<file path="config.mk">
export PLATFORM = sky130hd
export DESIGN_NAME = svc_uart_tx_flat
export DESIGN_NICKNAME = d
export VERILOG_FILES = /design/src/rtl/svc_uart_pkg.sv /design/src/rtl/svc_uart_tx_if.sv /design/src/rtl/svc_uart_baud.sv /design/src/rtl/svc_uart_tx.sv /design/src/flat_wrapper.sv
export SDC_FILE = /design/constraint.sdc
export NUM_CORES = 1
export LEC_CHECK = 0
export ABC_CLOCK_PERIOD_IN_PS = 4600
export CORE_MARGIN = 4
export CORE_UTILIZATION = 59
export CTS_BUF_LIST = sky130_fd_sc_hd__clkbuf_16
export CTS_CLUSTER_SIZE = 24
export DETAILED_ROUTE_END_ITERATION = 7
export PLACE_DENSITY_LB_ADDON = 0.3
export SETUP_SLACK_MARGIN = 0.15
export SYNTH_ARGS = -nofsm -noshare
export SYNTH_HDL_FRONTEND = slang
export SYNTH_SLANG_ARGS = --single-unit
</file>
<file path="constraint.sdc">
create_clock -name clk -period 4.6 [get_ports clk]
set_input_delay 0.92 -clock clk [delete_from_list [all_inputs] [get_ports clk]]
set_output_delay 0.92 -clock clk [all_outputs]
set_load 0.05 [all_outputs]
</file>
<file path="src/rtl/svc_uart_pkg.sv">
// Shared UART definitions: FSM states, parity modes and the baud divisor helper.
// Used by both the transmitter and the receiver.
package svc_uart_pkg;

    typedef enum logic [2:0] {
        ST_IDLE,
        ST_START,
        ST_DATA,
        ST_PARITY,
        ST_STOP
    } svc_uart_state_e;

    localparam int SVC_UART_PARITY_NONE = 0;
    localparam int SVC_UART_PARITY_ODD  = 1;
    localparam int SVC_UART_PARITY_EVEN = 2;

    // Clocks per bit, rounded to the nearest integer.
    function automatic int svc_uart_div(input int clock_freq, input int baud);
        return (clock_freq + baud / 2) / baud;
    endfunction

endpackage

</file>
<file path="src/rtl/svc_uart_tx_if.sv">
// Byte handshake between the print/string stages and the UART transmitter.
interface svc_uart_tx_if;

    logic       utx_en;
    logic [7:0] utx_data;
    logic       utx_busy;

    modport master (output utx_en, output utx_data, input utx_busy);
    modport slave  (input utx_en, input utx_data, output utx_busy);

endinterface

</file>
<file path="src/rtl/svc_uart_baud.sv">
// Bit-period timer: counts 0..DIV-1 and pulses tick on the last count.
// A restart pulse realigns the bit boundary to the current clock.
module svc_uart_baud #(
    parameter int DIV = 868
) (
    input  logic clk,
    input  logic rst_n,
    input  logic restart,
    output logic tick
);

    localparam int CW = (DIV > 1) ? $clog2(DIV) : 1;
    localparam logic [CW-1:0] LAST = CW'(DIV - 1);

    logic [CW-1:0] cnt;

    always_ff @(posedge clk) begin
        if (!rst_n) begin
            cnt <= '0;
        end else if (restart || tick) begin
            cnt <= '0;
        end else begin
            cnt <= cnt + 1'b1;
        end
    end

    assign tick = (cnt == LAST);

endmodule

</file>
<file path="src/rtl/svc_uart_tx.sv">
// UART transmitter: 8 data bits LSB first, optional parity, 1 or 2 stop bits.
// txd comes straight from a flop loaded with the value for the next state.
module svc_uart_tx
    import svc_uart_pkg::*;
#(
    parameter int CLOCK_FREQ = 100_000_000,
    parameter int BAUD_RATE  = 115_200,
    parameter int PARITY     = SVC_UART_PARITY_NONE,
    parameter int STOP_BITS  = 1
) (
    input  logic         clk,
    input  logic         rst_n,
    svc_uart_tx_if.slave bus,
    output logic         txd
);

    localparam int DIV = svc_uart_div(CLOCK_FREQ, BAUD_RATE);

    if (DIV < 2 || PARITY < SVC_UART_PARITY_NONE || PARITY > SVC_UART_PARITY_EVEN ||
        (STOP_BITS != 1 && STOP_BITS != 2)) begin : g_bad_params
        $error("svc_uart_tx: DIV must be >= 2, PARITY 0..2 and STOP_BITS 1 or 2");
    end

    svc_uart_state_e state;
    svc_uart_state_e state_next;

    logic       accept;
    logic       tick;
    logic [7:0] shift;
    logic [7:0] shift_next;
    logic [2:0] bit_idx;
    logic       stop_cnt;
    logic       last_stop;
    logic       parity_bit;
    logic       txd_next;

    assign accept    = bus.utx_en && (state == ST_IDLE);
    assign last_stop = (stop_cnt == 1'(STOP_BITS - 1));
    assign bus.utx_busy = (state != ST_IDLE);

    // Restarting on accept gives the start bit a full DIV clocks.
    svc_uart_baud #(
        .DIV(DIV)
    ) u_baud (
        .clk    (clk),
        .rst_n  (rst_n),
        .restart(accept),
        .tick   (tick)
    );

    always_ff @(posedge clk) begin
        if (!rst_n) begin
            state <= ST_IDLE;
        end else begin
            state <= state_next;
        end
    end

    always_comb begin
        state_next = state;
        case (state)
            ST_IDLE:   if (accept) state_next = ST_START;
            ST_START:  if (tick) state_next = ST_DATA;
            ST_DATA:   if (tick && bit_idx == 3'd7)
                           state_next = (PARITY != SVC_UART_PARITY_NONE) ? ST_PARITY : ST_STOP;
            ST_PARITY: if (tick) state_next = ST_STOP;
            ST_STOP:   if (tick && last_stop) state_next = ST_IDLE;
            default:   state_next = ST_IDLE;
        endcase
    end

    // The line value is decoded from the upcoming state so the flop lines up with it.
    always_comb begin
        txd_next = 1'b1;
        case (state_next)
            ST_START:  txd_next = 1'b0;
            ST_DATA:   txd_next = shift_next[0];
            ST_PARITY: txd_next = parity_bit;
            default:   txd_next = 1'b1;
        endcase
    end

    always_comb begin
        shift_next = shift;
        if (accept) begin
            shift_next = bus.utx_data;
        end else if (state == ST_DATA && tick) begin
            shift_next = {1'b0, shift[7:1]};
        end
    end

    always_ff @(posedge clk) begin
        if (!rst_n) begin
            shift      <= '0;
            bit_idx    <= '0;
            stop_cnt   <= 1'b0;
            parity_bit <= 1'b0;
        end else begin
            shift <= shift_next;
            if (accept) begin
                bit_idx    <= '0;
                stop_cnt   <= 1'b0;
                parity_bit <= (PARITY == SVC_UART_PARITY_EVEN) ? ^bus.utx_data : ~^bus.utx_data;
            end else if (tick) begin
                if (state == ST_DATA) bit_idx <= bit_idx + 3'd1;
                if (state == ST_STOP) stop_cnt <= stop_cnt + 1'b1;
            end
        end
    end

    always_ff @(posedge clk) begin
        if (!rst_n) begin
            txd <= 1'b1;
        end else begin
            txd <= txd_next;
        end
    end

endmodule

</file>
<file path="src/flat_wrapper.sv">
// flat-port wrapper written by rule: the top's interface ports become plain ports
module svc_uart_tx_flat import svc_uart_pkg::*;
#(
    parameter int CLOCK_FREQ = 100_000_000,
    parameter int BAUD_RATE  = 115_200,
    parameter int PARITY     = SVC_UART_PARITY_NONE,
    parameter int STOP_BITS  = 1
)
  (clk, rst_n, txd, bus_utx_en, bus_utx_data, bus_utx_busy);
  svc_uart_tx_if bus_i ();
  input  logic clk;
  input  logic rst_n;
  output logic txd;
  input wire logic [$bits(bus_i.utx_en)-1:0] bus_utx_en;
  input wire logic [$bits(bus_i.utx_data)-1:0] bus_utx_data;
  output wire logic [$bits(bus_i.utx_busy)-1:0] bus_utx_busy;
  assign bus_i.utx_en = bus_utx_en;
  assign bus_i.utx_data = bus_utx_data;
  assign bus_utx_busy = bus_i.utx_busy;
  svc_uart_tx #(.CLOCK_FREQ(CLOCK_FREQ), .BAUD_RATE(BAUD_RATE), .PARITY(PARITY), .STOP_BITS(STOP_BITS)) u_core (.clk(clk), .rst_n(rst_n), .bus(bus_i), .txd(txd));
endmodule
</file>
==> impl_metrics.tcl <==
set metrics [dict create \
    status "finished, final reports clean" \
    fillers 147 \
    start_util_pct 63.9 \
    drtIter0Drc 31 \
    synth_seq_cells 27 \
    dieArea_mm2 0.00298 \
    cts_tree "done" \
    max_slew_margin_pct 66.2 \
    area_growth_pct 16.5 \
    peakVddDrop_mv 0.311 \
    skew_ns 0.00276 \
    netlist_instances 131 \
    multi_input_comb_area_um2 701 \
    ys_types 33 \
    vias 941 \
    fin_crit_sh_pct 58.0 \
    rsz0062_at_grt "no" \
    layout_min_cycle_time_ns 2.67 \
    cts.reportedPaths.clkPinSlew_ns 0.06 \
    num_antenna_cells 0 \
    path_max_fanout 7 \
    cellLeakagePower_uw 0.000713 \
    ff_latch_area_um2 541 \
    drt-pass1-iter-count 4 \
    post-route-util_pct 74.4 \
    synth_area_leaders "dfxtp_1 (42%), mux2i_1 (7.0%), o211a_1 (6.3%)" \
    hold_viol 0 \
    fin_setup_tns_ns 0 \
    place.gp.congestion 0.767 \
    maxCapViolations 0 \
    dpl-instance-area_mm2 0.00141 \
    dp_hpwl_mm 1.63 \
    cp.required_ns 3.68 \
    synth.largest_area_cell "dfxtp_1" \
    syn-num-nets 145 \
    end_kind "output pin" \
    drive_gt1_share_pct 6.25 \
    synth.avg_cell_area_um2 9.76 \
    grt_pass1_wl_mm 4.09 \
    ant_nets 0 \
    synth_area_mm2 0.00128 \
    clock_path_buffers 2 \
    grt_pass1_vias 916 \
    fmax_mhz 375 \
    rows 16 \
    die_w_um 54.6 \
    worstHoldPathType "reg -> reg" \
    synth_top_cell_area_share_pct 42.3 \
    post-route-drc-count 0 \
    power.total_uw 507 \
    cts_buffers 3 \
    fp.dieH_um 54.6 \
    cts_sinks 27 \
    placeableCoreArea_mm2 0.00200 \
    finalInstanceArea_mm2 0.00149 \
    layout_commonest_cell "dfxtp_1" \
    clockRootBuffer "clkbuf_16" \
    io_buffers 12 \
    powerDensity_mw_per_mm2 340 \
    grt_max_degree 20 \
    via_per_inst 5.50 \
    grt_usage_pct 19.6 \
    crit_type "reg -> out" \
    cp.arrival_ns 1.75 \
    wl_mm 2.40 \
    seq_area_frac_synth_pct 42.3 \
    yosys_warnings 0 \
    cts_max_level 1 \
    grt.overflow.total 0 \
    avgRoutedWirePerCell_um 14.0 \
    ios 13 \
    holdBufCountCts 0 \
    antenna_found_initial 0 \
    final_cell_mix "dfxtp_1 (27), nor2_1 (15), clkdlybuf4s50_1 (12), nand2_1 (11)" \
    tightestPinTransition_ns 0.505 \
    clk-insertion-delay-late_ns 0.26 \
    setup_viol 0 \
    critPathLaunchType "flop" \
    cts_setup_buffers 0 \
    fin_nets 159 \
    cts_resized 0 \
    finalMaxSlewViolations 0 \
]
[synthesized netlist by cell type]
cell type	count
a21boi_1	2
a21oi_1	1
a31oi_1	1
and2_1	4
and3_1	3
and3b_1	1
and4b_1	1
buf_4	1
buf_6	1
clkbuf_1	1
dfxtp_1	27
ha_1	3
inv_1	4
mux2i_1	9
nand2_1	11
nand2_2	1
nand3_1	7
nand3_2	1
nand4_1	2
nand4_2	1
nor2_1	15
nor2b_1	1
nor3_1	1
nor3b_1	1
nor4_2	1
nor4b_4	1
o211a_1	8
o211ai_1	1
o21ai_0	1
o21ai_1	1
o32ai_1	1
xnor2_1	9
xor2_1	8
[final cells by class]
cell class | instances | area share, %
Clock buffer | 3 | 5.04
Clock inverter | 1 | 0.336
Inverter | 4 | 1.01
Multi-Input combinational cell | 97 | 47.0
Sequential cell | 27 | 36.3
Tap cell | 27 | 2.27
Timing Repair Buffer | 12 | 8.06
[routing by layer]
layer | wire (µm) | track usage, % | up-vias
li1 | - | - | 482
met1 | 1050 | 23.7 | 417
met2 | 1130 | 32.1 | 33
met3 | 161 | 4.90 | 9
met4 | 57 | 9.54 | 0
met5 | 0 | 0 | -
[worst paths after layout]
kind	start	end	slack (ns)	cells after the start
worst max-delay path	u_core.state[0]	bus_utx_busy	1.93	3
worst min-delay path	u_core.u_baud.cnt[0]	u_core.u_baud.cnt[0]	0.47	1
worst max register to register	u_core.u_baud.cnt[0]	u_core.txd	2.55	6
worst min register to register	u_core.u_baud.cnt[0]	u_core.u_baud.cnt[0]	0.47	1
[metrics by stage]
step           worst slack [ns]  hold WS [ns]  instances
2_1_floorplan              2.77         0.426        131
3_3_place_gp               2.23         0.447        167
3_5_place_dp               2.20         0.456        167
4_1_cts                    1.93         0.477        171
5_1_grt                    1.86         0.502        171
6_report                   1.93         0.471        171
[flip-flops by register name, summed over array words and instances (netlist names)]
| signal | cells |
|---|---|
| u_core.u_baud.cnt | 10 |
| u_core.state | 3 |
| u_core.bit_idx | 3 |
| u_core.stop_cnt | 1 |
| u_core.txd | 1 |
| u_core.parity_bit | 1 |
| u_core.shift | 8 |
[power breakdown]
group,total [µW],internal (µW),switching [µW]
logic,60.0,29.0,31.0
registers,251,244,6.63
clock network,196,117,79.1
total,507,390,117
[worst max-delay path: stages (launching register included)]
cell and delay [ns]:
dfxtp_1 0.37, nor3_1 0.34, inv_1 0.07, clkdlybuf4s50_1 0.70
[kinds of logic (layout without fill, tap and decap cells)]
family | Yosys count | in the layout | share of synthesized area, %
flops | 27 | 27 | 42.3
buf+inv | 7 | 20 | 2.93
simple gates | 52 | 52 | 22.8
xor+xnor | 17 | 17 | 11.6
compound gates | 16 | 16 | 10.4
fa+ha+maj | 3 | 3 | 2.94
mux | 9 | 9 | 7.05
Power figures use the tool's default switching activity.
